===== src/rtl/tdm_pkg.sv =====
// Shared types and sizes for the 8:1 TDM link, used by both the receive
// deserialiser and the transmit-side scanner.
package tdm_pkg;

    localparam int SLOTS = 8;
    localparam int SEL_W = $clog2(SLOTS);

    typedef enum logic {
        HUNT    = 1'b0,
        COLLECT = 1'b1
    } tdm_state_t;

    typedef logic [SEL_W-1:0] slot_t;
    typedef logic [SLOTS-1:0] word_t;

    function automatic logic is_last_slot(slot_t slot);
        return slot == slot_t'(SLOTS - 1);
    endfunction

    function automatic word_t first_bit_word(logic d);
        return {{(SLOTS-1){1'b0}}, d};
    endfunction

endpackage


===== src/rtl/tdm_demux18_if.sv =====
// Serial slot stream in, parallel word out with valid/ready and status pulses.
interface tdm_demux18_if;
    import tdm_pkg::*;

    logic  en;
    logic  sync;
    logic  d;
    slot_t s;
    word_t y;
    logic  y_valid;
    logic  y_ready;
    logic  frame_err;
    logic  overrun;

    modport master (
        output en, sync, d, y_ready,
        input  s, y, y_valid, frame_err, overrun
    );

    modport slave (
        input  en, sync, d, y_ready,
        output s, y, y_valid, frame_err, overrun
    );

endinterface


===== src/rtl/tdm_slot_cnt.sv =====
// Slot index counter with clear, load-to-1 and wrapping increment.
module tdm_slot_cnt
    import tdm_pkg::*;
(
    input  logic  clk,
    input  logic  rst_n,
    input  logic  inc,
    input  logic  load1,
    input  logic  clear,
    output slot_t cnt
);

    // NOTE: sequential state uses <= so every flop samples pre-edge values.
    always_ff @(posedge clk or negedge rst_n) begin
        if (!rst_n) begin
            cnt <= '0;
        end else if (clear) begin
            cnt <= '0;
        end else if (load1) begin
            cnt <= slot_t'(1);
        end else if (inc) begin
            cnt <= cnt + slot_t'(1);
        end
    end

endmodule


===== src/rtl/tdm_demux18.sv =====
// TDM receive end: frame-aligns on sync, deserialises slot k into y[k] and
// presents each word on a valid/ready port with framing-error and overrun pulses.
module tdm_demux18
    import tdm_pkg::*;
(
    input  logic         clk,
    input  logic         rst_n,
    tdm_demux18_if.slave bus
);

    tdm_state_t state_q, state_d;
    slot_t      slot;
    word_t      shift_q;
    word_t      y_q;
    logic       y_valid_q;
    logic       frame_err_q;
    logic       overrun_q;

    logic       cnt_inc;
    logic       cnt_load1;
    logic       cnt_clear;
    logic       shift_write;
    logic       shift_restart;
    logic       shift_clear;
    logic       frame_err_d;
    logic       complete;
    logic       accept;
    word_t      word_new;

    tdm_slot_cnt u_slot_cnt (
        .clk   (clk),
        .rst_n (rst_n),
        .inc   (cnt_inc),
        .load1 (cnt_load1),
        .clear (cnt_clear),
        .cnt   (slot)
    );

    always_ff @(posedge clk or negedge rst_n) begin
        if (!rst_n) begin
            state_q <= HUNT;
        end else begin
            state_q <= state_d;
        end
    end

    always_comb begin
        state_d = state_q;
        if (bus.en) begin
            unique case (state_q)
                HUNT:    if (bus.sync) state_d = COLLECT;
                COLLECT: if (!bus.sync && slot == '0) state_d = HUNT;
                default: state_d = HUNT;
            endcase
        end
    end

    // NOTE: every comb output gets a default first so no path leaves it unassigned (no latches).
    always_comb begin
        cnt_inc       = 1'b0;
        cnt_load1     = 1'b0;
        cnt_clear     = 1'b0;
        shift_write   = 1'b0;
        shift_restart = 1'b0;
        shift_clear   = 1'b0;
        frame_err_d   = 1'b0;
        complete      = 1'b0;
        if (bus.en) begin
            unique case (state_q)
                HUNT: begin
                    if (bus.sync) begin
                        shift_restart = 1'b1;
                        cnt_load1     = 1'b1;
                    end
                end
                COLLECT: begin
                    if (bus.sync) begin
                        // Sync at slot 0 is the expected realignment; anywhere else aborts the frame.
                        shift_restart = 1'b1;
                        cnt_load1     = 1'b1;
                        frame_err_d   = (slot != '0);
                    end else if (slot == '0) begin
                        shift_clear   = 1'b1;
                        cnt_clear     = 1'b1;
                        frame_err_d   = 1'b1;
                    end else begin
                        shift_write   = 1'b1;
                        cnt_inc       = 1'b1;
                        complete      = is_last_slot(slot);
                    end
                end
                default: begin
                    shift_clear = 1'b1;
                    cnt_clear   = 1'b1;
                end
            endcase
        end
    end

    // NOTE: the shift register is plain flops, so it takes the async reset like the rest of the state.
    always_ff @(posedge clk or negedge rst_n) begin
        if (!rst_n) begin
            shift_q <= '0;
        end else if (shift_clear) begin
            shift_q <= '0;
        end else if (shift_restart) begin
            shift_q <= first_bit_word(bus.d);
        end else if (shift_write) begin
            shift_q[slot] <= bus.d;
        end
    end

    // The last bit is taken straight from d so the word is ready on the completing edge.
    assign word_new = {bus.d, shift_q[SLOTS-2:0]};
    assign accept   = y_valid_q & bus.y_ready;

    always_ff @(posedge clk or negedge rst_n) begin
        if (!rst_n) begin
            y_q         <= '0;
            y_valid_q   <= 1'b0;
            frame_err_q <= 1'b0;
            overrun_q   <= 1'b0;
        end else begin
            frame_err_q <= frame_err_d;
            overrun_q   <= 1'b0;
            if (complete) begin
                if (!y_valid_q || bus.y_ready) begin
                    y_q       <= word_new;
                    y_valid_q <= 1'b1;
                end else begin
                    overrun_q <= 1'b1;
                end
            end else if (accept) begin
                y_valid_q <= 1'b0;
            end
        end
    end

    assign bus.s         = slot;
    assign bus.y         = y_q;
    assign bus.y_valid   = y_valid_q;
    assign bus.frame_err = frame_err_q;
    assign bus.overrun   = overrun_q;

endmodule


===== src/flat_wrapper.sv =====
// flat-port wrapper written by rule: the top's interface ports become plain ports
module tdm_demux18_flat import tdm_pkg::*;
  (clk, rst_n, bus_en, bus_sync, bus_d, bus_y_ready, bus_s, bus_y, bus_y_valid, bus_frame_err, bus_overrun);
  tdm_demux18_if bus_i ();
  input  logic clk;
  input  logic rst_n;
  input wire logic [$bits(bus_i.en)-1:0] bus_en;
  input wire logic [$bits(bus_i.sync)-1:0] bus_sync;
  input wire logic [$bits(bus_i.d)-1:0] bus_d;
  input wire logic [$bits(bus_i.y_ready)-1:0] bus_y_ready;
  output wire logic [$bits(bus_i.s)-1:0] bus_s;
  output wire logic [$bits(bus_i.y)-1:0] bus_y;
  output wire logic [$bits(bus_i.y_valid)-1:0] bus_y_valid;
  output wire logic [$bits(bus_i.frame_err)-1:0] bus_frame_err;
  output wire logic [$bits(bus_i.overrun)-1:0] bus_overrun;
  assign bus_i.en = bus_en;
  assign bus_i.sync = bus_sync;
  assign bus_i.d = bus_d;
  assign bus_i.y_ready = bus_y_ready;
  assign bus_s = bus_i.s;
  assign bus_y = bus_i.y;
  assign bus_y_valid = bus_i.y_valid;
  assign bus_frame_err = bus_i.frame_err;
  assign bus_overrun = bus_i.overrun;
  tdm_demux18 u_core (.clk(clk), .rst_n(rst_n), .bus(bus_i));
endmodule

===== config.mk =====
export PLATFORM = sky130hd
export DESIGN_NAME = tdm_demux18_flat
export DESIGN_NICKNAME = d
export VERILOG_FILES = /design/src/rtl/tdm_pkg.sv /design/src/rtl/tdm_demux18_if.sv /design/src/rtl/tdm_slot_cnt.sv /design/src/rtl/tdm_demux18.sv /design/src/flat_wrapper.sv
export SDC_FILE = /design/constraint.sdc
export NUM_CORES = 1
export LEC_CHECK = 0
export CAP_MARGIN = 25
export CORE_ASPECT_RATIO = 0.6
export CORE_MARGIN = 8
export CORE_UTILIZATION = 51
export DETAILED_ROUTE_END_ITERATION = 7
export PLACE_DENSITY = 0.8
export SYNTH_ARGS = -nofsm -noshare
export SYNTH_HDL_FRONTEND = slang
export SYNTH_SLANG_ARGS = --single-unit

===== constraint.sdc =====
create_clock -name clk -period 2.3 [get_ports clk]
set_input_delay 0.46 -clock clk [delete_from_list [all_inputs] [get_ports clk]]
set_output_delay 0.46 -clock clk [all_outputs]
set_load 0.01 [all_outputs]

# Word-level counts from Yosys, hierarchy flattened
# Index checks and enable logic that the tools add are counted.
[classes]
n_lt_le_gt_ge = 2
n_mux = 33
n_reduce_logical = 11
bitwise_logic = 2
eq_ne = 2
n_addsub = 1
[op_table]
columns = ["op", "count"]
rows = [
  ["$mux W1", 24],
  ["$mux W8", 3],
  ["$mux W3", 3],
  ["$bwmux W8", 1],
  ["$reduce_bool A3 Y1", 2],
  ["$lt A3 B4 Y1 const B", 1],
  ["$reduce_and A2 Y1", 2],
  ["$add A3 B1 Y3 const B", 1],
  ["$demux W1 S3", 1],
  ["$eq A3 B3 Y1 const B", 1],
  ["$ge A3 B1 Y1 const B", 1],
  ["$logic_not A3 Y1", 1],
  ["$logic_and A1 B1 Y1", 2],
  ["$logic_not A1 Y1", 2],
  ["$ne A2 B2 Y1 const B", 1],
  ["$pmux W1 S2", 1],
  ["$reduce_bool A2 Y1", 1],
  ["$and A1 B1 Y1", 1],
  ["$logic_or A1 B1 Y1", 1],
  ["$not A1 Y1", 1],
]
[totals]
elab_cells = 58
inputBits = 6
reg_bits = 23
out_inout_bits = 14

# Longest topological paths before layout
# Gate-level depths: netlist (run 1).
[logic_depth]
depth_word = 8
ltp_mapped = 9
depth_no_buf = 8

# Hierarchy
# Synthesis (run 1) repeated with hierarchy kept, for this count alone.
[hier_totals]
cells_unflattened = 88
hier_area_um2 = 1087.3
[modules_own_cells]
columns = ["mod", "n_inst", "area_each_um2", "cells_each"]
rows = [
  ["tdm_demux18", 1, 937.1, 76],
  ["tdm_slot_cnt", 1, 150.1, 12],
]

# Worst setup path after synthesis (run 1)
# No wires, ideal clock.
[synth_timing]
kind = "reg-to-reg"
from = "register u_core.u_slot_cnt.cnt[0]"
to = "register u_core.shift_q[2]"
period_less_slack_ns = 1.896
setup_ns = 0.064
required_time_ns = 2.236
stages_incl_launch_ff = 10
setup_slack_ns = 0.404
t_arrival_ns = 1.832
cell_sequence = "dfrtp_1 -> buf_4 -> inv_1 -> ha_1 -> nand2b_4 -> inv_1 -> ha_1 -> or3b_1 -> nor3_1 -> a31o_2"
[synth_between]
elab_chain_len = 8
elab_cells_between_ends = 19
classes_between = "order compare (2); mux (14); reduce/logical (3)"
[synth_lines]
columns = ["item", "line_no", "text"]
rows = [
  ["start, declared", "tdm_slot_cnt.sv:10", "output slot_t cnt"],
  ["start signal, assigned", "tdm_slot_cnt.sv:20", "cnt <= slot_t'(1);"],
  ["start signal, assigned", "tdm_slot_cnt.sv:22", "cnt <= cnt + slot_t'(1);"],
  ["$lt A3 B4 Y1 (implied by the code) / $ge A3 B1 Y1 (equally long branches)", "tdm_demux18.sv:109", "shift_q[slot] <= bus.d;"],
  ["$logic_and A1 B1 Y1 (implied by the code)", "tdm_demux18.sv:109", ""],
  ["$mux W1 (implied by the code)", "tdm_demux18.sv:109", ""],
  ["$demux W1 S3", "n/a", ""],
  ["$bwmux W8", "tdm_demux18.sv:109", ""],
  ["$mux W8", "tdm_demux18.sv:108", "end else if (shift_write) begin"],
  ["$mux W8", "tdm_demux18.sv:106", "end else if (shift_restart) begin"],
  ["$mux W8", "tdm_demux18.sv:104", "end else if (shift_clear) begin"],
  ["end signal, assigned", "tdm_demux18.sv:107", "shift_q <= first_bit_word(bus.d);"],
  ["end signal, assigned by index", "tdm_demux18.sv:109", ""],
  ["end, declared", "tdm_demux18.sv:13", "word_t shift_q;"],
]
# Parallel ways exist; a longest one is shown, timed or not. The select of a mux whose other input is x is not followed.
# A chain may end at the register's enable or synchronous reset.

# Worst setup path in the final report (run 1)
[layout_timing]
from = "register u_core.u_slot_cnt.cnt[0]"
to = "register u_core.y_q[0], in the netlist u_core.bus.y[0]"
[layout_between]
elab_chain_len = 6
elab_cells_between_ends = 7
classes_between = "eq/ne (1); mux (4); reduce/logical (2)"
[layout_lines]
columns = ["item", "line_no", "text"]
rows = [
  ["$eq A3 B3 Y1 / $logic_not A3 Y1 (equally long branches)", "tdm_pkg.sv:17, tdm_demux18.sv:82", ""],
  ["$mux W1 (*)", "tdm_demux18.sv:82", "end else if (slot == '0) begin"],
  ["$mux W1 (*)", "tdm_demux18.sv:77", "if (bus.sync) begin"],
  ["$mux W1 (*)", "tdm_demux18.sv:69", "unique case (state_q)"],
  ["$mux W1 (*)", "tdm_demux18.sv:68", "if (bus.en) begin"],
  ["$reduce_and A2 Y1 (no source line) (*)", "n/a", ""],
  ["end signal, assigned", "tdm_demux18.sv:128", "y_q <= word_new;"],
  ["end, declared", "tdm_demux18.sv:14", "word_t y_q;"],
]
# Mark *: on every way between the ends. The rest lies on a longest branch, timed or not.

==> metrics.txt, run 1 <==
outcome complete, no violations; core area 0.00220 sq mm; final antenna-violating net count 0; crit start category flop; r2r endpoint u_core.bus.y[0]; Die ar. 0.00419 sq mm; hold path depth 1; IO buf count 19; CTS sink count 22; CP Data Arrival Time 2.01 ns; maxcap violations 0; Synth area leaders dfrtp_1 46%, mux2_4 10%, ha_1 5.2%; cts hold-fix bufs 0; Slew HR 79.9%; Critical Path Slowest Stage Cell dfrtp_1; FFs w/ async S/R, synth 100%; Vias 856; hpwl dp 1810 microns; Seq pwr share 36.7%; largest area contributor in the netlist dfrtp_1; HP Start u_core.shift_q[3]; Post-Syn Nets 114; final setup margin 0.434 ns; internal power 0.000951 W; ant diodes 0; Max H-tree Level 1; critical path class flop to flop; I/O Pins 20; Leak 0.691 nW; Max VDD drop 0.571 mV; fin nets 139; worst hold slack 0.513 ns; count leader, synth dfrtp_1; area of the multi-input gates 553 sq um; register area 551 sq um; cell depth of the worst flop-to-flop path 7; Post-Syn Area 0.00119 sq mm; unrepaired setup endpoints after global routing no; CTS Root Cell clkbuf_8; Placer Congestion 0.845; Yosys reg bits 22; Starting Density 54.3%; via/cell ratio 5.45; postcts setup bufs 0; fill count 160; crit path cell chain buf_4 -> ha_1 -> ha_1 -> nor2b_1 -> and4b_1 -> buf_4 -> mux2_4; worst hold path class flop to flop; fin crit share 81.1%; Overall Power 0.00139 W; worst r2r src u_core.u_slot_cnt.cnt[0]; total track usage 12.3%; Residual DRC 0; sequential fraction of the synthesis area 46.2%; Yosys cell types 36; Sw Share 31.6%; Post-Syn Area per Cell 11.6 sq um; Final Non-Filler Cells 157; Clock Latency Late Sink 0.26 ns; Final Hold Viols 0; Max stage delay on crit path 0.39 ns; clock slew at reported path FFs 0.08 ns; Detailed Route WL 2340 microns; largest net degree at the start of global routing 23; CP max FO 10; maximum clock rate 536 MHz; Crit. End Element flop; Slew @ Worst Pin 0.302 ns; CTS max path bufs 2; CTS Buf Count 3; first-pass GRT wire length 4090 microns; Synth Warn # 0; switching power 0.000439 W; CTS tree done; Comb power frac 37.7%; Cells after Synth 103; number of flops mapped to enable cells by yosys 0; Final Slew Violations 0; num rows 13; Die Ht 53.5 microns; PD cells 938 mW/mm^2; Clock Power Share 25.6%; fin crit period 1.87 ns; chip width 78.4 microns; Layout area overhead 24.2%; Post-synth top flop dfrtp_1; area fraction of the dominant cell type after synthesis 46.2%; pre-CTS WS 0.227 ns; layout cells sized above 1 23.6%; # setup viols final 0; Initial DRC Count 36; grt ovf 0; Reg2Reg Setup Slack 0.43 ns; initial antenna violation count 0; Hold EP u_core.bus.y[3]; drt wl/cell 14.9 microns; placed insts 153; required time of the critical path 2.45 ns; Worst Clk Skew 0.00562 ns; router iterations before antenna repair 5; vias in the first global route 838; CTS resizes 0; Post-synth top cells 22 x dfrtp_1, 8 x mux2_4, 7 x nand2_1; Fin Setup TNS 0 ns
power by group through the flow:
stage	clock network, W	registers (W)	logic, W
floorplan	0	0.000520	0.000363
global placement	0	0.000514	0.000512
CTS	0.000368	0.000510	0.000528
detailed placement	0	0.000518	0.000524
finish	0.000356	0.000510	0.000523
global route	0.000386	0.000522	0.000583
area by class of cell:
class,instances,share of cell area [%]
multi-input combinational,69,37.3
sequential,22,37.2
timing repair buffer,27,16.9
clock buffer,3,2.79
tap,30,2.53
clock inverter,1,2.03
inverter,5,1.27
how the worst max path moves through the flow:
stage / from / to / slack, ns / cells after the start
2_1_floorplan: u_core.u_slot_cnt.cnt[0] / u_core.shift_q[2] / 0.40 / 9
3_3_place_gp: bus_sync / u_core.shift_q[0] / 0.27 / 6
3_5_place_dp: bus_sync / u_core.shift_q[6] / 0.23 / 6
4_1_cts: u_core.u_slot_cnt.cnt[1] / bus_s[1] / 0.44 / 2
5_1_grt: u_core.u_slot_cnt.cnt[0] / u_core.bus.y[0] / 0.36 / 7
6_report: u_core.u_slot_cnt.cnt[0] / u_core.bus.y[0] / 0.43 / 7
flip-flops by register name, indices dropped and copies added (netlist names):
register,flops
u_core.bus.y_valid,1
u_core.bus.frame_err,1
u_core.bus.overrun,1
u_core.u_slot_cnt.cnt,3
u_core.bus.y,8
u_core.shift_q,7
u_core.state_q,1
metal layers:
layer,global-route usage [%],routed length (microns),vias up
li1,-,-,411
met1,16.8,1130,403
met2,17.9,946,40
met3,5.57,262,2
met4,0.915,4,0
met5,0,0,-
per-stage QoR:
| stage | instance area [sq um] | util (%) |
|---|---|---|
| detailed placement | 1410 | 64.2 |
| finish | 1480 | 67.5 |
| floorplan | 1190 | - |
| global placement | 1410 | 64.2 |
| global route | 1480 | 67.5 |
| CTS | 1480 | 67.5 |
layout by cell type (no fill, tap or decap), types with 2 or more instances in the layout:
cell type / instances
a21oi_1: 3
and2b_2: 2
and3_1: 2
inv_1: 5
or2b_2: 2
mux2i_1: 3
nand3_1: 2
nand4_1: 5
nor2_1: 4
and2_1: 2
ha_1: 5
buf_4: 8
dfrtp_1: 22
mux2_4: 8
nand2_1: 7
clkbuf_8: 3
nor3_1: 4
clkdlybuf4s50_1: 19
a31o_2: 3
o21ai_0: 2
critical path: cells and delay by family, from the launching register on:
| kind | cells | cell delay (ns) |
|---|---|---|
| multiplexers | 1 | 0.30 |
| buffers and inverters | 2 | 0.36 |
| flip-flops | 1 | 0.39 |
| adder cells (fa/ha/maj) | 2 | 0.38 |
| AND/OR/NAND/NOR | 2 | 0.31 |
cell families (layout without fill, tap and decap cells):
group                      count (synthesis)  count (layout)  share of synthesized area [%]
and+or+nand+nor                           37              37                           19.1
muxes                                     11              11                           12.6
DFF                                       22              22                           46.2
AOI/OAI and AO/OA                         16              16                           9.45
adders and majority gates                  5               5                           5.25
buffers and inverters                     12              36                           7.45
Note: power is estimated with default switching activity, not from simulation.
==> inputs of run 2 (changes only) <==
Clock period 2.3 ns to 1.84 ns, I/O delays scaled along.
==> metrics.txt, run 2 (same netlist as run 1, synthesis figures left out) <==
Starting Density 54.3% (unchanged); Critical path origin u_core.u_slot_cnt.cnt[2]; Layout area overhead 27.2%; most common cell after layout, fill and taps aside dfrtp_1; unrepaired setup endpoints after global routing no; worst hold path class input pin to asynchronous set/reset pin; num rows 13 (unchanged); IO buf count 19 (unchanged); CTS Buf Count 3 (unchanged); drt wl/cell 16.3 microns (+9.4%); outcome complete, no violations; total track usage 13.9% (+1.6 points); Fin Setup TNS 0 ns (unchanged); clock slew at reported path FFs 0.08 ns (about the same); CTS Root Cell clkbuf_8; max reg flops 8 (unchanged); ant diodes 0 (unchanged); Die ar. 0.00419 sq mm (unchanged); chip width 78.4 microns (unchanged); Slew HR 79.8% (about the same); Max VDD drop 0.799 mV (+40%); fin crit share 95.2%; pre-CTS WS -0.154 ns (-0.380 ns); Final Slew Violations 0 (unchanged); CTS tree done; via/cell ratio 5.38 (-1.3%); Reg2Reg Setup Slack 0.09 ns (-0.35 ns); final setup margin 0.0890 ns (-0.345 ns); Slew @ Worst Pin 0.303 ns (+0.000793 ns); Leak 0.707 nW (+2.4%); Vias 861 (+0.58%); CTS sink count 22 (unchanged); I/O Pins 20 (unchanged); Die Ht 53.5 microns (unchanged); initial antenna violation count 0 (unchanged); Crit. End Element output port; worst r2r src u_core.u_slot_cnt.cnt[0]; maximum clock rate 571 MHz; Max H-tree Level 1 (unchanged); Final Non-Filler Cells 160 (+1.9%); Final Hold Viols 0 (unchanged); Clock Latency Late Sink 0.27 ns (about the same); cts hold-fix bufs 0 (unchanged); fin nets 142 (+2.2%); critical path class flop to output port; PD cells 1170 mW/mm^2 (+25%); Worst Clk Skew 0.00880 ns (+0.00318 ns); Initial DRC Count 45 (+25%); placed insts 156 (+2.0%); vias in the first global route 912 (+8.8%); CP Data Arrival Time 1.38 ns (-0.63 ns); CTS max path bufs 2 (unchanged); Final Util 69.1% (+1.6 points); crit start category flop; commonest non-fill, non-tap cells in the layout 22 x dfrtp_1, 19 x clkdlybuf4s50_1, 11 x buf_4; # setup viols final 0 (unchanged); Detailed Route WL 2610 microns (+12%); final antenna-violating net count 0 (unchanged); layout cells sized above 1 27.7% (+4.1 points); required time of the critical path 1.47 ns (-0.98 ns); first-pass GRT wire length 4490 microns (+9.8%); core area 0.00220 sq mm (unchanged); fin crit period 1.75 ns; Residual DRC 0 (unchanged); router iterations before antenna repair 4 (-1); maxcap violations 0 (unchanged); hpwl dp 1980 microns (+9.9%); grt ovf 0 (unchanged); CP max FO 11 (+1); worst hold slack 0.442 ns (-0.0719 ns); Placer Congestion 0.906 (+7.2%); largest net degree at the start of global routing 23 (unchanged)
## run 2: worst paths after layout
kind / end / cells after the start
max: bus_s[2] / 2
min: u_core.bus.y_valid / 2
max reg2reg: u_core.shift_q[4] / 8
min reg2reg: u_core.bus.y[5] / 1
max in group asynchronous: u_core.bus.y[6] / 2
min in group clk: u_core.bus.y[5] / 1
## run 2: final cells by class
type	count	area, sq um
fill	166	679
multi-input combinational	69	566
sequential	22	551
timing repair buffer	30	273
clock buffer	3	41.3
tap	30	37.5
clock inverter	1	30.0
inverter	5	18.8
## run 2: report_power, final
group | internal [W] | leakage (nW) | switching [W]
clock network | 0.000291 | 0.0357 | 0.000160
registers | 0.000568 | 0.296 | 0.0000736
logic | 0.000348 | 0.376 | 0.000341
## run 2: timing repair
action | in CTS | in global routing
resized for setup | 0 | 3
setup endpoints to repair | 0 | 3
setup buffers | 0 | 0
endpoints found under the hold margin | 0 | 0
## run 2: critical path, stage by stage (launching register included)
cell,delay (ns)
dfrtp_1,0.38
buf_4,0.19
clkdlybuf4s50_1,0.55
## run 2: per-stage QoR
step | total power [W] | cell area [sq um]
global route | 0.00190 | 1520
global placement | 0.00131 | 1430
detailed placement | 0.00133 | 1430
CTS | 0.00179 | 1500
finish | 0.00178 | 1520
floorplan | 0.00111 | 1200
## run 2: metal layers
layer  vias up  track usage, %  share of wire, %
li1        419               -                 -
met1       416            17.9                47
met2        22            20.7                43
met3         4            5.74               8.2
met4         0            4.57               1.4
met5         -               0                 0
